## config.mk

```make
export PLATFORM = sky130hd
export DESIGN_NAME = pipe_ctrl
export DESIGN_NICKNAME = d
export VERILOG_FILES = /design/src/rtl/pipe_ctrl_pkg.sv /design/src/rtl/pipe_ctrl_stall_enc.sv /design/src/rtl/pipe_ctrl.sv
export SDC_FILE = /design/constraint.sdc
export NUM_CORES = 1
export LEC_CHECK = 0
export CAP_MARGIN = 20
export CELL_PAD_IN_SITES_DETAIL_PLACEMENT = 0
export CELL_PAD_IN_SITES_GLOBAL_PLACEMENT = 1
export CORE_UTILIZATION = 36
export DETAILED_ROUTE_END_ITERATION = 12
export GPL_TIMING_DRIVEN = 0
export HOLD_SLACK_MARGIN = 0.08
export PLACE_DENSITY_LB_ADDON = 0.3
export SETUP_SLACK_MARGIN = 0.3
export SLEW_MARGIN = 20
export SYNTH_ARGS = -nofsm -noshare
export SYNTH_HDL_FRONTEND = slang
export SYNTH_SLANG_ARGS = --single-unit
```

## constraint.sdc

```tcl
create_clock -name clk -period 6.4 [get_ports clk]
set_input_delay 1.92 -clock clk [delete_from_list [all_inputs] [get_ports clk]]
set_output_delay 1.92 -clock clk [all_outputs]
set_load 0.005 [all_outputs]
```

## src/rtl/pipe_ctrl_pkg.sv

```systemverilog
// pipe_ctrl_pkg: shared stall encodings, stage indices and controller state codes
package pipe_ctrl_pkg;
  localparam logic STOP    = 1'b1;
  localparam logic NO_STOP = 1'b0;
  localparam int STAGE_PC  = 0;
  localparam int STAGE_IF  = 1;
  localparam int STAGE_ID  = 2;
  localparam int STAGE_EX  = 3;
  localparam int STAGE_MEM = 4;
  localparam int STAGE_WB  = 5;
  localparam logic [5:0] STALL_NONE = 6'b000000;
  localparam logic [5:0] STALL_IF   = 6'b000011;
  localparam logic [5:0] STALL_ID   = 6'b000111;
  localparam logic [5:0] STALL_EX   = 6'b001111;
  localparam logic [5:0] STALL_MEM  = 6'b011111;
  localparam logic [1:0] CTRL_RUN         = 2'd0;
  localparam logic [1:0] CTRL_TRAP_FLUSH  = 2'd1;
  localparam logic [1:0] CTRL_TRAP_REFILL = 2'd2;
endpackage

```

## src/rtl/pipe_ctrl_stall_enc.sv

```systemverilog
// pipe_stall_enc: priority encoder mem>ex>id>if turning 4 stall requests into a 6-bit stall vector
module pipe_stall_enc
  import pipe_ctrl_pkg::*;
(
  input  logic       req_if,
  input  logic       req_id,
  input  logic       req_ex,
  input  logic       req_mem,
  output logic [5:0] stalled
);
  always_comb
    stalled = req_mem ? STALL_MEM :
              req_ex  ? STALL_EX  :
              req_id  ? STALL_ID  :
              req_if  ? STALL_IF  : STALL_NONE;
endmodule

```

## src/rtl/pipe_ctrl.sv

```systemverilog
// pipe_ctrl: pipeline stall/flush controller with trap-entry FSM, refill guard, stall watchdog and stall counter
module pipe_ctrl
  import pipe_ctrl_pkg::*;
#(
  parameter int REFILL_CYCLES = 2,
  parameter int STALL_TIMEOUT = 1024,
  parameter int CNT_W         = 32
) (
  input  logic             clk,
  input  logic             rst,
  input  logic             stallreq_if_i,
  input  logic             stallreq_id_i,
  input  logic             stallreq_ex_i,
  input  logic             stallreq_mem_i,
  input  logic             ex_branch_flag_i,
  input  logic [31:0]      ex_branch_addr_i,
  input  logic             trap_req_i,
  input  logic [31:0]      trap_vec_i,
  output logic [5:0]       stalled_o,
  output logic             flush_o,
  output logic             pc_sel_o,
  output logic [31:0]      new_pc_o,
  output logic             stall_timeout_o,
  output logic [CNT_W-1:0] stall_cnt_o
);
  localparam int RW = $clog2(REFILL_CYCLES + 1);
  localparam int WW = $clog2(STALL_TIMEOUT + 1);
  if (REFILL_CYCLES < 1) begin : g_bad_refill
    $error("pipe_ctrl: REFILL_CYCLES must be at least 1");
  end
  if (STALL_TIMEOUT < 1) begin : g_bad_timeout
    $error("pipe_ctrl: STALL_TIMEOUT must be at least 1");
  end
  logic [1:0]    state, state_n;
  logic [RW-1:0] refill_cnt;
  logic [WW-1:0] wd_cnt;
  logic [31:0]   vec_q;
  logic [5:0]    enc, stalled;
  logic          run, tf, rf, take_trap, take_br, dec;
  pipe_stall_enc u_enc (
    .req_if  (stallreq_if_i),
    .req_id  (stallreq_id_i),
    .req_ex  (stallreq_ex_i),
    .req_mem (stallreq_mem_i),
    .stalled (enc)
  );
  always_comb begin
    run       = state == CTRL_RUN;
    tf        = state == CTRL_TRAP_FLUSH;
    rf        = state == CTRL_TRAP_REFILL;
    take_trap = run & trap_req_i & ~stallreq_mem_i;
    take_br   = run & ~take_trap & ex_branch_flag_i & (enc[STAGE_EX] == NO_STOP);
    stalled   = tf ? STALL_NONE : enc;
    dec       = rf & (stalled[STAGE_IF] == NO_STOP);
    // unreachable encodings fall back to RUN
    state_n   = take_trap ? CTRL_TRAP_FLUSH :
                tf ? CTRL_TRAP_REFILL :
                (rf & ~(dec & refill_cnt == RW'(1))) ? CTRL_TRAP_REFILL : CTRL_RUN;
    stalled_o = rst ? stalled : STALL_NONE;
    flush_o   = rst & (tf | take_br);
    pc_sel_o  = rst & (tf | take_br);
    new_pc_o  = !rst ? 32'd0 : tf ? vec_q : take_br ? ex_branch_addr_i : 32'd0;
  end
  always_ff @(posedge clk or negedge rst)
    if (!rst) begin
      state           <= CTRL_RUN;
      refill_cnt      <= '0;
      vec_q           <= '0;
      wd_cnt          <= '0;
      stall_timeout_o <= 1'b0;
      stall_cnt_o     <= '0;
    end else begin
      state           <= state_n;
      vec_q           <= take_trap ? trap_vec_i : vec_q;
      refill_cnt      <= tf ? RW'(REFILL_CYCLES) : dec ? refill_cnt - RW'(1) : refill_cnt;
      wd_cnt          <= stalled[STAGE_PC] != STOP ? '0 :
                         wd_cnt == WW'(STALL_TIMEOUT) ? wd_cnt : wd_cnt + WW'(1);
      stall_timeout_o <= stall_timeout_o | (stalled[STAGE_PC] == STOP && wd_cnt >= WW'(STALL_TIMEOUT - 1));
      stall_cnt_o     <= stall_cnt_o + CNT_W'(|stalled);
    end
endmodule

```

Word-level counts from Yosys, hierarchy flattened. Cells that the tools add are included.

Register bits after elaboration: 80. Bits of input ports: 72.

Add/sub/neg operators: 3. Order comparisons: 1. Eq/ne operators: 5. Multiplexer cells: 16. Bitwise operators: 16. Reduce and logical (&&, ||, !) cells: 4.

Operator list (number): two-way mux 32 bit (3); adder 32 x 1 -> 32 bit (1); two-way mux 6 bit (5); two-way mux 11 bit (2); two-way mux 2 bit (6); adder 11 x 1 -> 11 bit, second input constant (1); equality test 11 bit, second input constant (1); greater-or-equal comparator 11 x 10 -> 1 bit, second input constant (1); AND 1 bit (9); OR reduction 6 bit (1); NOT 1 bit (5); equality test 2 x 1 -> 1 bit, second input constant (2); equality test 2 bit, second input constant (1); zero test 2 bit (1); inequality test 2 bit, second input constant (1); OR 1 bit (2); nonzero test 2 bit (1); subtractor 2 x 1 -> 2 bit, second input constant (1); logical AND 1 bit (1).

Longest topological paths before layout.
Depth after elaboration: 13. Mapped depth: 11.

Cells and area by module. A second synthesis with hierarchy kept.

Cells, all modules: 469. Area, all modules: 4027.6 um^2.

Modules (own cells, without submodules): pipe_ctrl (times used 1, cells each 462, area each 3981.3 um^2, seq. area each 2001.9 um^2); pipe_stall_enc (times used 1, cells each 7, area each 46.3 um^2, seq. area each 0.0 um^2).

Least setup slack after synthesis. No wires, ideal clock.

Path type: input port to output port. Start: input port stallreq_ex_i. End: output port pc_sel_o. Data arrival time: 2940 ps. Data required time: 4480 ps. Slack: 1540 ps. Cell stages on the path: 7. Buffers on the path: 3. Path through: nor2_1 > a31oi_1 > or3b_1 > clkbuf_1 > buf_2 > inv_1 > buf_4.

Longest elaborated chain between the ends: 6.

RTL lines: start: declaration (RTL line pipe_ctrl.sv:13) `input logic stallreq_ex_i,`; two-way mux 6 bit (RTL line pipe_ctrl_stall_enc.sv:13) `req_ex ? STALL_EX :`; two-way mux 6 bit (RTL line pipe_ctrl_stall_enc.sv:12) `stalled = req_mem ? STALL_MEM :`; NOT 1 bit (RTL line pipe_ctrl.sv:52) `take_br = run & ~take_trap & ex_branch_flag_i & (enc[STAGE_EX] == NO_STOP);`; AND 1 bit (RTL line pipe_ctrl.sv:52); OR 1 bit; AND 1 bit; end: declaration (RTL line pipe_ctrl.sv:21) `output logic pc_sel_o,`.

Every way passes these cells.

Worst setup path in the final report.
Start: input port stallreq_ex_i. End: output port new_pc_o[3].

Longest elaborated chain between the ends: 7.

RTL lines: two-way mux 6 bit (RTL line pipe_ctrl_stall_enc.sv:13); two-way mux 6 bit (RTL line pipe_ctrl_stall_enc.sv:12); NOT 1 bit (RTL line pipe_ctrl.sv:52); AND 1 bit (RTL line pipe_ctrl.sv:52); two-way mux 32 bit (3 in a row) (RTL line pipe_ctrl.sv:62) `new_pc_o = !rst ? 32'd0 : tf ? vec_q : take_br ? ex_branch_addr_i : 32'd0;`; end: declaration (RTL line pipe_ctrl.sv:22) `output logic [31:0] new_pc_o,`.

Every way passes these cells.

==> out/metrics.yaml <==
run_status:
  status: "finished clean"
global_route:
  grt_pass1_vias: 3233
  grt_pass1_wl_um: 16100
  grt.overflow.total: 0
  antenna_found_initial: 0
  grt_use_total: 0.179
  grt_max_degree: 43
floorplanning:
  coreArea_um2: 10800
  rows: 38
  ios: 145
  die_x_um: 107
  dieArea_um2: 11500
  start_util: 0.369
  die-height_um: 107
clock_network:
  clockBufferDepth: 2
  htreeDepth: 3
  cts_tree: "built"
  cts.sinks: 80
  root_buffer: "clkbuf_8"
  clkTransAtPathRegs_ns: 0.08
  cts_buffers: 9
  clk_latency_ns: 0.35
  postCtsSetupBuffers: 0
routing:
  first_iter_violations: 164
  dr.pass1.iters: 4
  num_vias: 3290
  drt_wl_total_um: 9830
  vias_per_cell: 4.77
  antenna_left: 0
  drc_errors: 0
  post_drt_wl_per_cell_um: 14.3
worst_setup_path:
  worst_path_max_delay_cell: "clkdlybuf4s50_1"
  critPathMostFrequentCell: "clkdlybuf4s50_1"
  critical_path_class: "input port to output port"
  startpoint_type: "input port"
  critPathCaptureType: "output port"
  critPathRequiredTime_ns: 4.48
  timing.rr.end: "stall_cnt_o[26]$_DFF_PN0_"
  cp_max_fo: 10
  r2r_slack_ns: 3.66
  cpPeakStageDelay_ns: 0.53
  arrival_ns: 4.02
  crit_chain: "clkdlybuf4s50_1 -> nor2_2 -> a31oi_1 -> or3b_1 -> clkbuf_2 -> buf_2 -> a21oi_1 -> clkdlybuf4s50_1"
  ff2ff_path_depth: 11
  r2r_start: "state[1]$_DFF_PN0_"
yosys:
  yosys.area.top_type_share: 0.502
  yosysSeqAreaShare: 0.502
  syn_inst: 390
  yosysTopAreaCell: "dfrtp_1"
  synth_seq_cells: 80
  syn_area_per_cell_um2: 10.2
  netlist_area_um2: 3990
  synth_warnings: 0
  syn_nets: 467
  synth_area_leaders: "dfrtp_1 50%, mux2_2 8.8%, nand2_1 7.5%, xnor2_1 5.7%, a21oi_1 4.4%"
  synth_cell_types: 39
sta:
  rsz0062_at_grt: "no"
  fin_crit_ns: 5.94
  hold_violations: 0
  drv_slew: 0
  finClkSkew_ns: 0.00991
  worstMarginPinSlew_ns: 0.635
  tns_ns: 0
  setup_viol: 0
  max-slew-margin-rel: 0.574
  max_freq_ghz: 0.168
  post-route-period-util: 0.929
min_path:
  hp-start: "vec_q[6]$_DFFE_PN0P_"
  hold_class: "flip-flop to flip-flop"
  hold_depth: 1
  hold_path_end: "vec_q[6]$_DFFE_PN0P_"
cells_and_area:
  stdcell_count: 690
  drive_above_1_share: 0.133
  n_antenna_cell: 0
  layout_common_cells: "141 x clkdlybuf4s50_1, 80 x nand2_1, 80 x dfrtp_1"
  fin_nets: 622
  fill_cells: 1038
  final_common_cell: "clkdlybuf4s50_1"
  syn_to_final_growth_pct: 46.1
power_and_ir_drop:
  leakage_nw: 2.51
  power_frac_comb: 0.294
  power_density_nw_per_um2: 279
  switchingPower_mw: 0.497
  seqPwrFrac: 0.469
  ir_worst_vdd_mv: 0.229
  clkPwrFrac: 0.236
  switching_share: 0.306
  p_int_mw: 1.13
place:
  dp_cells: 674
  portBuffers: 143
  place_hpwl_um: 7290
  place.gp.congestion: 0.808
flow_run:
  cap_violations: 0
[logic make-up after synthesis]
group                      count (synthesis)  synth area share
and+or+nand+nor                          160             0.212
muxes                                     33            0.0929
xor gates and xnor gates                  38            0.0835
AOI/OAI and AO/OA                         43            0.0587
DFF                                       80             0.502
other                                      1          0.000941
adders and majority gates                  5            0.0157
buffers and inverters                     30            0.0342
[synthesized netlist by cell type]
cell type and count:
a21o_1 1, a21oi_1 35, a22o_1 2, a22oi_1 1, a31oi_1 1, and2_1 3
and3_1 5, and4_1 2, buf_2 10, buf_4 3, clkbuf_1 9, conb_1 1
dfrtp_1 80, ha_1 5, inv_1 8, mux2_1 1, mux2_2 31, mux2i_1 1
nand2_1 80, nand2b_1 2, nand3_1 17, nand3_2 1, nand3b_1 2, nand4_1 10
nand4_4 2, nand4b_1 2, nor2_1 19, nor2b_1 1, nor3_1 2, nor4_1 2
nor4_4 4, nor4b_1 1, o211ai_1 2, o21ai_0 1, or2_2 2, or3b_1 1
or4_1 2, xnor2_1 26, xor2_1 12
[timing repair]
item,4_1_cts,5_1_grt
setup endpoints to repair,4,29
gates resized for setup,1,5
cloned,0,0
hold buffers,0,0
[power by group through the flow]
stage	Clock [mW]	Sequential (mW)	Combinational, mW
after floorplan	0	0.751	0.290
after detailed placement	0	0.772	0.486
final	0.384	0.762	0.478
after global routing	0.417	0.786	0.538
after CTS	0.397	0.763	0.488
after global placement	0	0.762	0.470
[flip-flops by register name, summed over array words and instances (netlist names)]
signal / flops
stall_cnt_o: 32
wd_cnt: 11
stall_timeout_o: 1
state: 2
refill_cnt: 2
vec_q: 32
[final cells by class]
class | count | area, µm² | area share
plain buffers | 22 | 110 | 0.0189
clock buffers | 10 | 138 | 0.0236
clock inverters | 6 | 68.8 | 0.0118
inverters | 8 | 30.0 | 0.00516
multi-input cells | 280 | 1850 | 0.318
flip-flops and latches | 80 | 2000 | 0.344
well taps | 140 | 175 | 0.0301
repair buffers | 144 | 1450 | 0.249
[metrics by stage]
step / area (µm²) / hold WS, ns / util / power [mW] / setup slack (ns)
3_5_place_dp: 5610 / 0.472 / 0.520 / 1.26 / 0.294
2_1_floorplan: 3990 / 0.458 / - / 1.04 / 1.54
3_3_place_gp: 5590 / 0.461 / 0.518 / 1.23 / -2.24
5_1_grt: 5820 / 0.522 / 0.539 / 1.74 / 0.308
6_report: 5820 / 0.498 / 0.539 / 1.62 / 0.456
4_1_cts: 5810 / 0.502 / 0.539 / 1.65 / 0.406
[layer usage]
layer	track usage	vias up	part of all wire
li1	-	1625	-
met1	0.230	1561	0.45
met2	0.294	97	0.47
met3	0.0468	7	0.070
met4	0.0509	0	0.0097
met5	0	-	0
[worst max path at each step]
| stage | cells after the start | start | end | slack, ns |
|---|---|---|---|---|
| 2_1_floorplan | 7 | stallreq_ex_i | pc_sel_o | 1.54 |
| 3_3_place_gp | 6 | rst | new_pc_o[25] | -2.24 |
| 3_5_place_dp | 8 | stallreq_mem_i | new_pc_o[30] | 0.29 |
| 4_1_cts | 8 | stallreq_ex_i | new_pc_o[30] | 0.41 |
| 5_1_grt | 8 | stallreq_ex_i | new_pc_o[11] | 0.31 |
| 6_report | 8 | stallreq_ex_i | new_pc_o[3] | 0.46 |
[worst max-delay path: cells and delay by family]
family | cells | cell delay [ns]
buffers and inverters | 4 | 1.37
AND/OR/NAND/NOR | 2 | 0.48
AO/OA/AOI/OAI | 2 | 0.25
Note: power is estimated with default switching activity, not from simulation.
